===== src/rtl/aespim_sequencer.sv =====
// aespim_sequencer: drives aespim_accelerator through one AES block encryption.
// Takes a start command, then a 32-bit word stream made up of key0, the
// plaintext and round keys 1..NR. The stream is forwarded to the accelerator
// with the op code and shift-row code for each beat, and the 4 ciphertext
// words are returned on a valid/ready output stream.
// Optional feature: define AESPIM_SEQ_PERF_EN to build the busy-cycle counter
// that feeds perf_cyc_o. Without it, perf_cyc_o is tied to zero.
module aespim_sequencer #(
  parameter int NR     = 10,
  parameter int WORD_W = 32
) (
  input  logic              clk_i,
  input  logic              rst_ni,
  input  logic              cmd_valid_i,
  output logic              cmd_ready_o,
  input  logic              in_valid_i,
  output logic              in_ready_o,
  input  logic [WORD_W-1:0] in_data_i,
  output logic              out_valid_o,
  input  logic              out_ready_i,
  output logic [WORD_W-1:0] out_data_o,
  output logic              busy_o,
  output logic              done_o,
  output logic [15:0]       perf_cyc_o,
  output logic              acc_start_o,
  output logic [4:0]        acc_op_o,
  output logic [WORD_W-1:0] acc_data_o,
  input  logic [WORD_W-1:0] acc_data_i
);

  localparam int RW = $clog2(NR + 1);
  localparam logic [RW-1:0] RND_FIRST = RW'(1);
  localparam logic [RW-1:0] RND_LAST  = RW'(NR - 1);

  // Accelerator op codes (acc_op_o[2:0]). The key-expansion codes are never issued.
  localparam logic [2:0] OP_LD   = 3'b000;
  localparam logic [2:0] OP_ST   = 3'b001;
  localparam logic [2:0] OP_ENCI = 3'b100;
  localparam logic [2:0] OP_ENCM = 3'b101;
  localparam logic [2:0] OP_ENCF = 3'b110;

  typedef enum logic [2:0] {
    S_IDLE  = 3'd0,
    S_KEY   = 3'd1,
    S_INIT  = 3'd2,
    S_ROUND = 3'd3,
    S_FINAL = 3'd4,
    S_STORE = 3'd5
  } state_e;

  state_e          state_q, state_d;
  logic [1:0]      beat_q, beat_d;
  logic [RW-1:0]   rnd_q, rnd_d;
  logic            last_beat;
  logic            cmd_fire;

  assign last_beat = (beat_q == 2'd3);
  assign cmd_fire  = (state_q == S_IDLE) && cmd_valid_i;

  // Next-state logic: the beat advances only on an accepted word, and the
  // wrap from 3 to 0 moves the phase and round on.
  always_comb begin
    // NOTE: every variable gets a default before the case, so no path through this block infers a latch.
    state_d = state_q;
    beat_d  = beat_q;
    rnd_d   = rnd_q;
    unique case (state_q)
      S_IDLE: begin
        if (cmd_valid_i) begin
          state_d = S_KEY;
          beat_d  = 2'd0;
          rnd_d   = RND_FIRST;
        end
      end
      S_KEY, S_INIT, S_ROUND, S_FINAL: begin
        if (in_valid_i) begin
          beat_d = beat_q + 2'd1;
          if (last_beat) begin
            unique case (state_q)
              S_KEY:   state_d = S_INIT;
              S_INIT:  state_d = S_ROUND;
              S_ROUND: begin
                if (rnd_q == RND_LAST) state_d = S_FINAL;
                else                   rnd_d   = rnd_q + RW'(1);
              end
              default: state_d = S_STORE;
            endcase
          end
        end
      end
      S_STORE: begin
        if (out_ready_i) begin
          beat_d = beat_q + 2'd1;
          if (last_beat) state_d = S_IDLE;
        end
      end
      default: begin
        state_d = S_IDLE;
        beat_d  = 2'd0;
        rnd_d   = RND_FIRST;
      end
    endcase
  end

  // Sequencer state registers; reset aborts any block in flight.
  always_ff @(posedge clk_i or negedge rst_ni) begin
    // NOTE: sequential state uses non-blocking assignments so every register samples pre-edge values.
    if (!rst_ni) begin
      state_q <= S_IDLE;
      beat_q  <= 2'd0;
      rnd_q   <= RND_FIRST;
    end else begin
      state_q <= state_d;
      beat_q  <= beat_d;
      rnd_q   <= rnd_d;
    end
  end

  // Output decode: streams pass straight through so a word is accepted in the
  // same cycle it is offered; a stalled beat keeps its op with start low.
  always_comb begin
    cmd_ready_o = (state_q == S_IDLE);
    busy_o      = (state_q != S_IDLE);
    in_ready_o  = 1'b0;
    out_valid_o = 1'b0;
    out_data_o  = '0;
    acc_start_o = 1'b0;
    acc_data_o  = '0;
    acc_op_o    = {2'b00, OP_LD};
    unique case (state_q)
      S_KEY: begin
        in_ready_o  = 1'b1;
        acc_start_o = in_valid_i;
        acc_data_o  = in_data_i;
        acc_op_o    = {2'b00, OP_LD};
      end
      S_INIT: begin
        in_ready_o  = 1'b1;
        acc_start_o = in_valid_i;
        acc_data_o  = in_data_i;
        acc_op_o    = {2'b00, OP_ENCI};
      end
      S_ROUND: begin
        in_ready_o  = 1'b1;
        acc_start_o = in_valid_i;
        acc_data_o  = in_data_i;
        acc_op_o    = {beat_q, OP_ENCM};
      end
      S_FINAL: begin
        in_ready_o  = 1'b1;
        acc_start_o = in_valid_i;
        acc_data_o  = in_data_i;
        acc_op_o    = {beat_q, OP_ENCF};
      end
      S_STORE: begin
        out_valid_o = 1'b1;
        out_data_o  = acc_data_i;
        acc_start_o = out_ready_i;
        acc_op_o    = {2'b00, OP_ST};
      end
      default: ;
    endcase
  end

  // done pulses in the same cycle the last ciphertext word is taken.
  assign done_o = (state_q == S_STORE) && last_beat && out_ready_i;

`ifdef AESPIM_SEQ_PERF_EN
  logic [15:0] cyc_q;
  logic [15:0] cyc_inc;
  logic [15:0] perf_q;

  assign cyc_inc = (cyc_q == 16'hFFFF) ? cyc_q : cyc_q + 16'd1;

  // Busy-cycle counter: cleared on command accept, saturating; its count
  // including the done cycle is captured when done pulses.
  always_ff @(posedge clk_i or negedge rst_ni) begin
    if (!rst_ni) begin
      cyc_q  <= 16'd0;
      perf_q <= 16'd0;
    end else begin
      if (cmd_fire)    cyc_q <= 16'd0;
      else if (busy_o) cyc_q <= cyc_inc;
      if (done_o)      perf_q <= cyc_inc;
    end
  end

  assign perf_cyc_o = perf_q;
`else
  assign perf_cyc_o = 16'd0;
`endif

endmodule


===== config.mk =====
export PLATFORM = sky130hd
export DESIGN_NAME = aespim_sequencer
export DESIGN_NICKNAME = d
export VERILOG_FILES = /design/src/rtl/aespim_sequencer.sv
export SDC_FILE = /design/constraint.sdc
export NUM_CORES = 1
export LEC_CHECK = 0
export CORE_AREA = 4 4 60 62
export DETAILED_ROUTE_END_ITERATION = 8
export DIE_AREA = 0 0 64 66
export DONT_BUFFER_PORTS = 1
export PLACE_DENSITY_LB_ADDON = 0.12
export SLEW_MARGIN = 20
export SYNTH_ARGS = -nofsm -noshare
export SYNTH_HDL_FRONTEND = slang
export SYNTH_SLANG_ARGS = --single-unit

===== constraint.sdc =====
create_clock -name clk_i -period 3.3 [get_ports clk_i]
set_input_delay 0.66 -clock clk_i [delete_from_list [all_inputs] [get_ports clk_i]]
set_output_delay 0.66 -clock clk_i [all_outputs]
set_load 0.03 [all_outputs]

### After elaboration in Yosys (flattened, before gate mapping)

Cells that the tools add are included.

* word-level logic and storage cells: 53
* input bits: 69
* register bits after elaboration: 9

* reductions and logical operators: 8
* mux-type cells: 24
* bitwise gates (word level): 1
* add/subtract/negate cells: 2
* eq/ne operators: 15

Operator list (number)
* $mux 32: 2
* $mux 4: 5
* $pmux 5 s4: 1
* $mux 3: 6
* $pmux 3 s3: 2
* $pmux 4 s3: 1
* $reduce_and 6->1: 2
* $ne 2x2->1 const B: 4
* $eq 3x2->1 const B: 2
* $eq 3x3->1 const B: 2
* $mux 2: 3
* $ne 2x1->1 const B: 3
* $pmux 2 s3: 1
* $add 4x1->4 const B: 1
* $eq 4x4->1 const B: 1
* $reduce_or 4->1: 1
* $eq 3x1->1 const B: 1
* $logic_not 3->1: 1
* $ne 3x3->1 const B: 1
* $reduce_and 3->1: 1
* $reduce_bool 3->1: 1
* $add 2x1->2 const B: 1
* $eq 2x2->1 const B: 1
* $logic_and 1x1->1: 2
* other kinds (3): 4

### Depth between registers and ports, before layout

Gate-level depths: netlist of run 1.

* depth in word-level cells: 6
* depth in mapped cells: 6

### Worst setup path after synthesis of run 1

Ideal clock, no wire load.

* path kind: reg2out
* start: register state_q[1]
* end: output acc_op_o[3]
* data required time: 2640 ps
* path slack: 847 ps
* stages on the path, launching flop included: 6
* buffers on the path: 1
* arrival: 1793 ps
* cell sequence: dfrtp_1 -> buf_2 -> nand2b_1 -> nor2_1 -> nor2_1 -> nor2b_1

* longest elaborated chain between the ends: 2
* elaborated cells on any way between the ends: 5

Ends and longest elaborated chain
* start: declaration: line 51 `state_e state_q, state_d;`
* start signal: assignment: line 113 `state_q <= state_d;`
* $eq 3x3->1 or $eq 3x2->1 (tied branches): line 130 `unique case (state_q)`
* $pmux 5 s4 (*): line 130
* end: declaration: line 26 `output logic [4:0] acc_op_o,`

Mark *: on every way between the ends. The rest lies on a longest branch, timed or not.

### Final worst setup path of run 1

* start: register state_q[2]
* end: output out_data_o[25]

* longest elaborated chain between the ends: 2

Ends and longest elaborated chain
* $eq 3x3->1: line 130
* $mux 32: line 130
* end: declaration: line 21 `output logic [WORD_W-1:0] out_data_o,`

Every way passes these cells.

==> metrics, run 1 <==
CP required=2640 ps; layout cells sized above 1=about a tenth; critical path arrival=2200 ps; hold slack final=82.56 ps; Total Wirelength=3630 um; GRT Total Usage=between 10% and 20%; critical path class=reg -> out; dpl hpwl=3178 um; Peak VDD IR=~0.00032 V; Final Skew=around 6.8 ps; CP startpoint kind=flip-flop; final setup vio count=0; initial antenna violation count=0; Syn Std Cell Area=1264 um^2; RePlAce Congestion=0.8230; Sum Neg Setup Slack=0 ps; area share of the largest cell type after synthesis=between 30% and 40%; Yosys cell types=38; synth warn=0; initial core utilization=roughly two fifths; pin count of the biggest net entering global routing=34; Vias=1112; Min-Delay Path Class=in -> async; Max Buffers Root-to-Sink=2; Clock Pin Slew Worst Setup and Hold Paths=~60 ps; leading area contributor after synthesis=and2_1; total CTS buffers=3; Post-DRT Antenna Nets=0; Avg Synthesized Cell Area=7.478 um^2; hold buffers post-CTS=0; vias in the first global route=1030; Post-CTS Repair Setup Buffers=0; first-pass GRT wire length=around 4800 um; Final Hold Vio Count=0; H-tree Lvls=1; crit end category=output port; power per cell area=1178 nW/um^2; minimum clock period=around 2900 ps; core footprint=3028 um^2; Die Y=66 um; Routed WL per cell=around 17 um; FF+latch count, synth=9; CTS sink cnt=9; Max Clock Freq=roughly 350 MHz; Post-Syn Instances=approximately 170; final net count=240; largest cells by area after synthesis=and2_1 (32%), dfrtp_1 (16%), buf_4 (9.5%); Die X=64 um; Max FO, Critical Path=25; unrepaired setup endpoints after global routing=no; CTS tree=done; measured slew at the worst slew-check pin=~730 ps; status=completed; die area=4224 um^2; total gr overflow=0; DR iter-0 viols=31; worst skew pair latency=260 ps; # diodes=0; drt first pass iters=4; P&R area growth vs syn=1.287%; period utilisation layout=86.56%; leakage=0.5753 nW; max_cap viols=0; Port Buffers=0; site row count=20; vias per inst=5.270; slew margin rel.=51.07%; post-cts sizing count=0; Top-Level Pins=160; Final Slew Violations=0; root buffer cell=clkbuf_4; DRC viols=0; Seq/Total Area, Yosys=between 15 and 20%
-- registers in the layout, indices dropped and copies added, names as in the netlist --
register  count
rnd_q         4
state_q       3
beat_q        2
-- final timing paths --
path	startpoint	cells past startpoint	slack [ps]	to
max	state_q[2]	3	440	out_data_o[25]
min in group clk_i	rnd_q[2]	1	520	rnd_q[2]
min reg2reg	rnd_q[2]	1	520	rnd_q[2]
max reg2reg	state_q[2]	5	1230	rnd_q[1]
min	rst_ni	0	80	rnd_q[3]
max in group asynchronous	rst_ni	0	3050	rnd_q[0]
-- power breakdown --
| part | switching [mW] | internal (mW) | total, mW |
|---|---|---|---|
| clock | 0.0396 | 0.0466 | 0.0862 |
| sequential | 0.0681 | 0.151 | 0.219 |
| combinational | 0.924 | 0.279 | 1.20 |
| total | 1.03 | 0.476 | 1.51 |
-- cell usage in the layout, fill, tap and decap left out, types with 4 or more instances in the layout --
| cell type | instances |
|---|---|
| nand2_1 | 7 |
| nor2_1 | 8 |
| dfrtp_1 | 8 |
| inv_1 | 5 |
| and2_1 | 64 |
| o21ai_0 | 5 |
| buf_4 | 7 |
| mux2i_1 | 4 |
| conb_1 | 16 |
| nand3_1 | 4 |
-- critical path: stages, from the launching register on --
cell and delay [ps]:
dfrtp_1 710, and3b_1 620, buf_4 270, and2_1 330
-- layout make-up --
class | count | area (um^2)
Sequential cell | 9 | 226.5
Tap cell | 44 | 55.05
Clock buffer | 4 | 26.28
Fill cell | 302 | 1748
Timing Repair Buffer | 7 | 52.55
Multi-Input combinational cell | 142 | 900.9
Inverter | 5 | 18.77
-- layer usage --
metal / wire [um] / GRT usage (%)
met3: 355 / 2.211
met4: 24 / 4.852
met1: 1355 / 15.08
met2: 1895 / 29.42
met5: 0 / 0
-- synthesized netlist by cell type --
cell type,number
a211oi_1,1
a21oi_1,2
nor4_4,1
nand3b_2,1
nor2_2,1
and3b_1,1
buf_6,2
nand2_1,7
and2_1,64
dfrtp_1,8
buf_4,16
xnor2_1,1
nand3_1,4
nor2_1,8
o32ai_1,1
xnor2_2,1
dfstp_2,1
nor3_1,1
a21boi_0,1
o22ai_1,3
a31o_2,1
clkbuf_1,6
ha_1,3
nor2b_1,3
a31oi_1,2
mux2i_1,4
and3_1,2
buf_2,4
o31ai_1,1
conb_1,1
o21ai_0,5
o221ai_1,1
a31oi_2,1
inv_1,5
a221oi_1,1
o22a_1,1
a22o_1,1
nand2b_1,2
-- through the flow --
stage | total power [mW] | util (%) | instances | setup slack (ps) | instance area, um^2
floorplan | 1.320 | - | 184 | 847.1 | 1320
global placement | 1.409 | 41.03 | 207 | 686.7 | 1242
detailed placement | 1.420 | 41.03 | 207 | 579.0 | 1242
CTS | 1.508 | 41.90 | 211 | 283.0 | 1269
global route | 1.608 | 42.27 | 211 | 248.9 | 1280
finish | 1.508 | 42.27 | 211 | 443.5 | 1280
-- kinds of logic after synthesis --
logic type / Yosys count / synth area share (%)
buffers and inverters: 33 / 16.14
other: 1 / 0.2967
multiplexers: 4 / 3.168
XOR/XNOR: 2 / 1.981
flip-flops: 9 / 17.92
AO/OA/AOI/OAI: 22 / 12.18
adder cells (fa/ha/maj): 3 / 2.971
AND/OR/NAND/NOR: 95 / 45.35
(Power assumes the default switching activity.)
==> run 2: changes to the inputs <==
CORE_AREA = not set   (was 4 4 60 62)
CORE_ASPECT_RATIO = 1.5   (was not set)
CORE_MARGIN = 4   (was not set)
CORE_UTILIZATION = 28   (was not set)
DIE_AREA = not set   (was 0 0 64 66)
DONT_BUFFER_PORTS = not set   (was 1)
==> run 2 against run 1 <==
Effect of this change:
- count of clock-buffer cells in the layout stayed put
- combinational power up 52%
- flip-flop and latch count is the same
- clock power increased by 46%
- maximum frequency down 7.3%
- sequential share of layout area decreased by 9.3 points
- wire length increased by 46%
- global-route usage is 3.0 points higher
==> metrics, run 2 (synthesized netlist as in run 1, its figures left out) <==
vias in the first global route=1314 (+28%); CP startpoint kind=flip-flop; max_cap viols=0 (unchanged); Post-CTS Repair Setup Buffers=0 (unchanged); Internal Pwr Total=1.011 mW (+110%); Clock Pin Slew Worst Setup and Hold Paths=40 ps (-20 ps); CP bufs+invs=1 (unchanged); hold buffers post-CTS=0 (unchanged); Final Skew=1.542 ps (-5.241 ps); Crit path depth=3 (unchanged); Largest register FFs=4 (unchanged); Top-Level Pins=160 (unchanged); layout cells sized above 1=4.886% (-5.3 points); core footprint=4282 um^2 (+41%); CTS tree=done; measured slew at the worst slew-check pin=997.4 ps (+263.5 ps); CP required=2640 ps (about the same); Port Buffers=143 (+143); P&R area growth vs syn=114.4%; slew margin rel.=33.18% (-18 points); Peak VDD IR=0.0004258 V (+34%); Total Wirelength=5291 um (+46%); # fillers=395 (+31%); Sum Neg Setup Slack=0 ps (unchanged); initial core utilization=29.51% (-12 points); # diodes=0 (unchanged); crit end category=output port; final net count=380 (+58%); Inst Count DP=349 (+69%); critical path arrival=2420 ps (+220 ps); unrepaired setup endpoints after global routing=no; Final Hold Vio Count=0 (unchanged); worst skew pair latency=230 ps (-30 ps); Min-Delay Path Class=reg -> reg; Die X=62.85 um (-1.8%); Comb power frac=85.3% (+5.5 points); RePlAce Congestion=0.8072 (-1.9%); Max FO, Critical Path=33 (+32%); initial antenna violation count=0 (unchanged); DR iter-0 viols=56 (+81%); critical path class=reg -> out; Max Clock Freq=324.7 MHz (-7.3%); Worst path max stage delay=820 ps (+110 ps); DRC viols=0 (unchanged); Die Y=90.28 um (+37%); Clk pwr share=5.9% (+0.2 points); drt first pass iters=4 (unchanged); Max Buffers Root-to-Sink=2 (unchanged); sequential share of power=8.8% (-5.7 points); switch share=52.69% (-16 points); Post-DRT Antenna Nets=0 (unchanged); largest register by flop count=rnd_q; total gr overflow=0 (unchanged); leakage=1.107 nW (+92%); final setup vio count=0 (unchanged); site row count=29 (+45%); CP delay by family, top=XOR/XNOR gates; commonest cells after routing, fill and taps aside=clkdlybuf4s50_1 (142), and2_1 (64), conb_1 (16); die area=5674 um^2 (+34%); vias per inst=4.368 (-17%); power per cell area=788.5 nW/um^2 (-33%); dpl hpwl=4692 um (+48%); Reg2Reg Depth=5 (unchanged); minimum clock period=3080 ps (+223.6 ps); first-pass GRT wire length=7783 um (+62%); post-cts sizing count=0 (unchanged); GRT Total Usage=17.63% (+3.0 points); root buffer cell=clkbuf_8; cells along the critical path=xnor2_2 -> and2_1 -> clkdlybuf4s50_1; CP max stage cell=xnor2_2; worst hold stages=1; pin count of the biggest net entering global routing=34 (unchanged); CTS sink cnt=9 (unchanged); commonest non-fill, non-tap cell in the layout=clkdlybuf4s50_1; period utilisation layout=93.33% (+6.8 points); H-tree Lvls=1 (unchanged); Finished Layout Cells=353 (+67%); Vias=1542 (+39%); Final Slew Violations=0 (unchanged); status=completed; Routed WL per cell=14.99 um (-13%); Net Sw Power=1.125 mW (+9.1%); total CTS buffers=3 (unchanged); largest registers=rnd_q: 4 flops, state_q: 3 flops, beat_q: 2 flops
==> run 2: cell count changes in the layout (fill, tap and decap cells not counted), sizes merged <==
cell	before	now
clkdlybuf4s50	0	142
buf	7	5
==> run 2: worst reg2reg max path, cell delays in order, from the launching register on <==
cell      delay, ps
dfrtp_1         440
buf_4           200
nand3b_2        270
a31oi_2         270
nand2_1         150
mux2i_1         180
==> run 2: per-stage QoR <==
| step | util [%] | total power [mW] | worst slack [ps] | instance area [um^2] | hold slack [ps] |
|---|---|---|---|---|---|
| floorplan | - | 1.320 | 847.1 | 1320 | 364.4 |
| global placement | 62.22 | 2.017 | 478.0 | 2664 | 497.5 |
| detailed placement | 62.22 | 2.028 | 463.1 | 2664 | 502.7 |
| CTS | 63.27 | 2.160 | 210.0 | 2709 | 509.3 |
| global route | 63.27 | 2.261 | 22.96 | 2709 | 526.1 |
| finish | 63.27 | 2.136 | 220.0 | 2709 | 501.9 |
==> run 2: final cells by class <==
cell class,count,area [um^2],area share [%]
Timing Repair Buffer,147,1471,54.32
Multi-Input combinational cell,142,889.6,32.84
Sequential cell,9,226.5,8.360
Tap cell,46,57.56,2.125
Clock buffer,4,45.04,1.663
Inverter,5,18.77,0.6928
==> run 2: worst paths after layout <==
path,endpoint,startpoint,slack [ps]
hold reg to reg,rnd_q[2],rnd_q[2],500
min in group asynchronous,rnd_q[1],rst_ni,720
max in group asynchronous,rnd_q[0],rst_ni,2260
setup reg to reg,rnd_q[0],state_q[2],1710
hold / removal,rnd_q[2],rnd_q[2],500
setup / recovery,acc_data_o[2],state_q[2],220
==> run 2: per-layer routing <==
metal / GRT usage (%) / vias up / share of wire [%]
li1: - / 792 / -
met1: 16.46 / 669 / 32
met2: 36.87 / 74 / 61
met3: 2.615 / 7 / 5.9
met4: 6.262 / 0 / 1.6
met5: 0 / - / 0
==> run 2: power groups by stage <==
stage	Sequential, mW	Combinational, mW	Clock [mW]
after global placement	0.189	1.83	0
after global routing	0.195	1.93	0.134
final	0.188	1.82	0.126
after CTS	0.188	1.84	0.131
after floorplan	0.181	1.14	0
after detailed placement	0.190	1.84	0
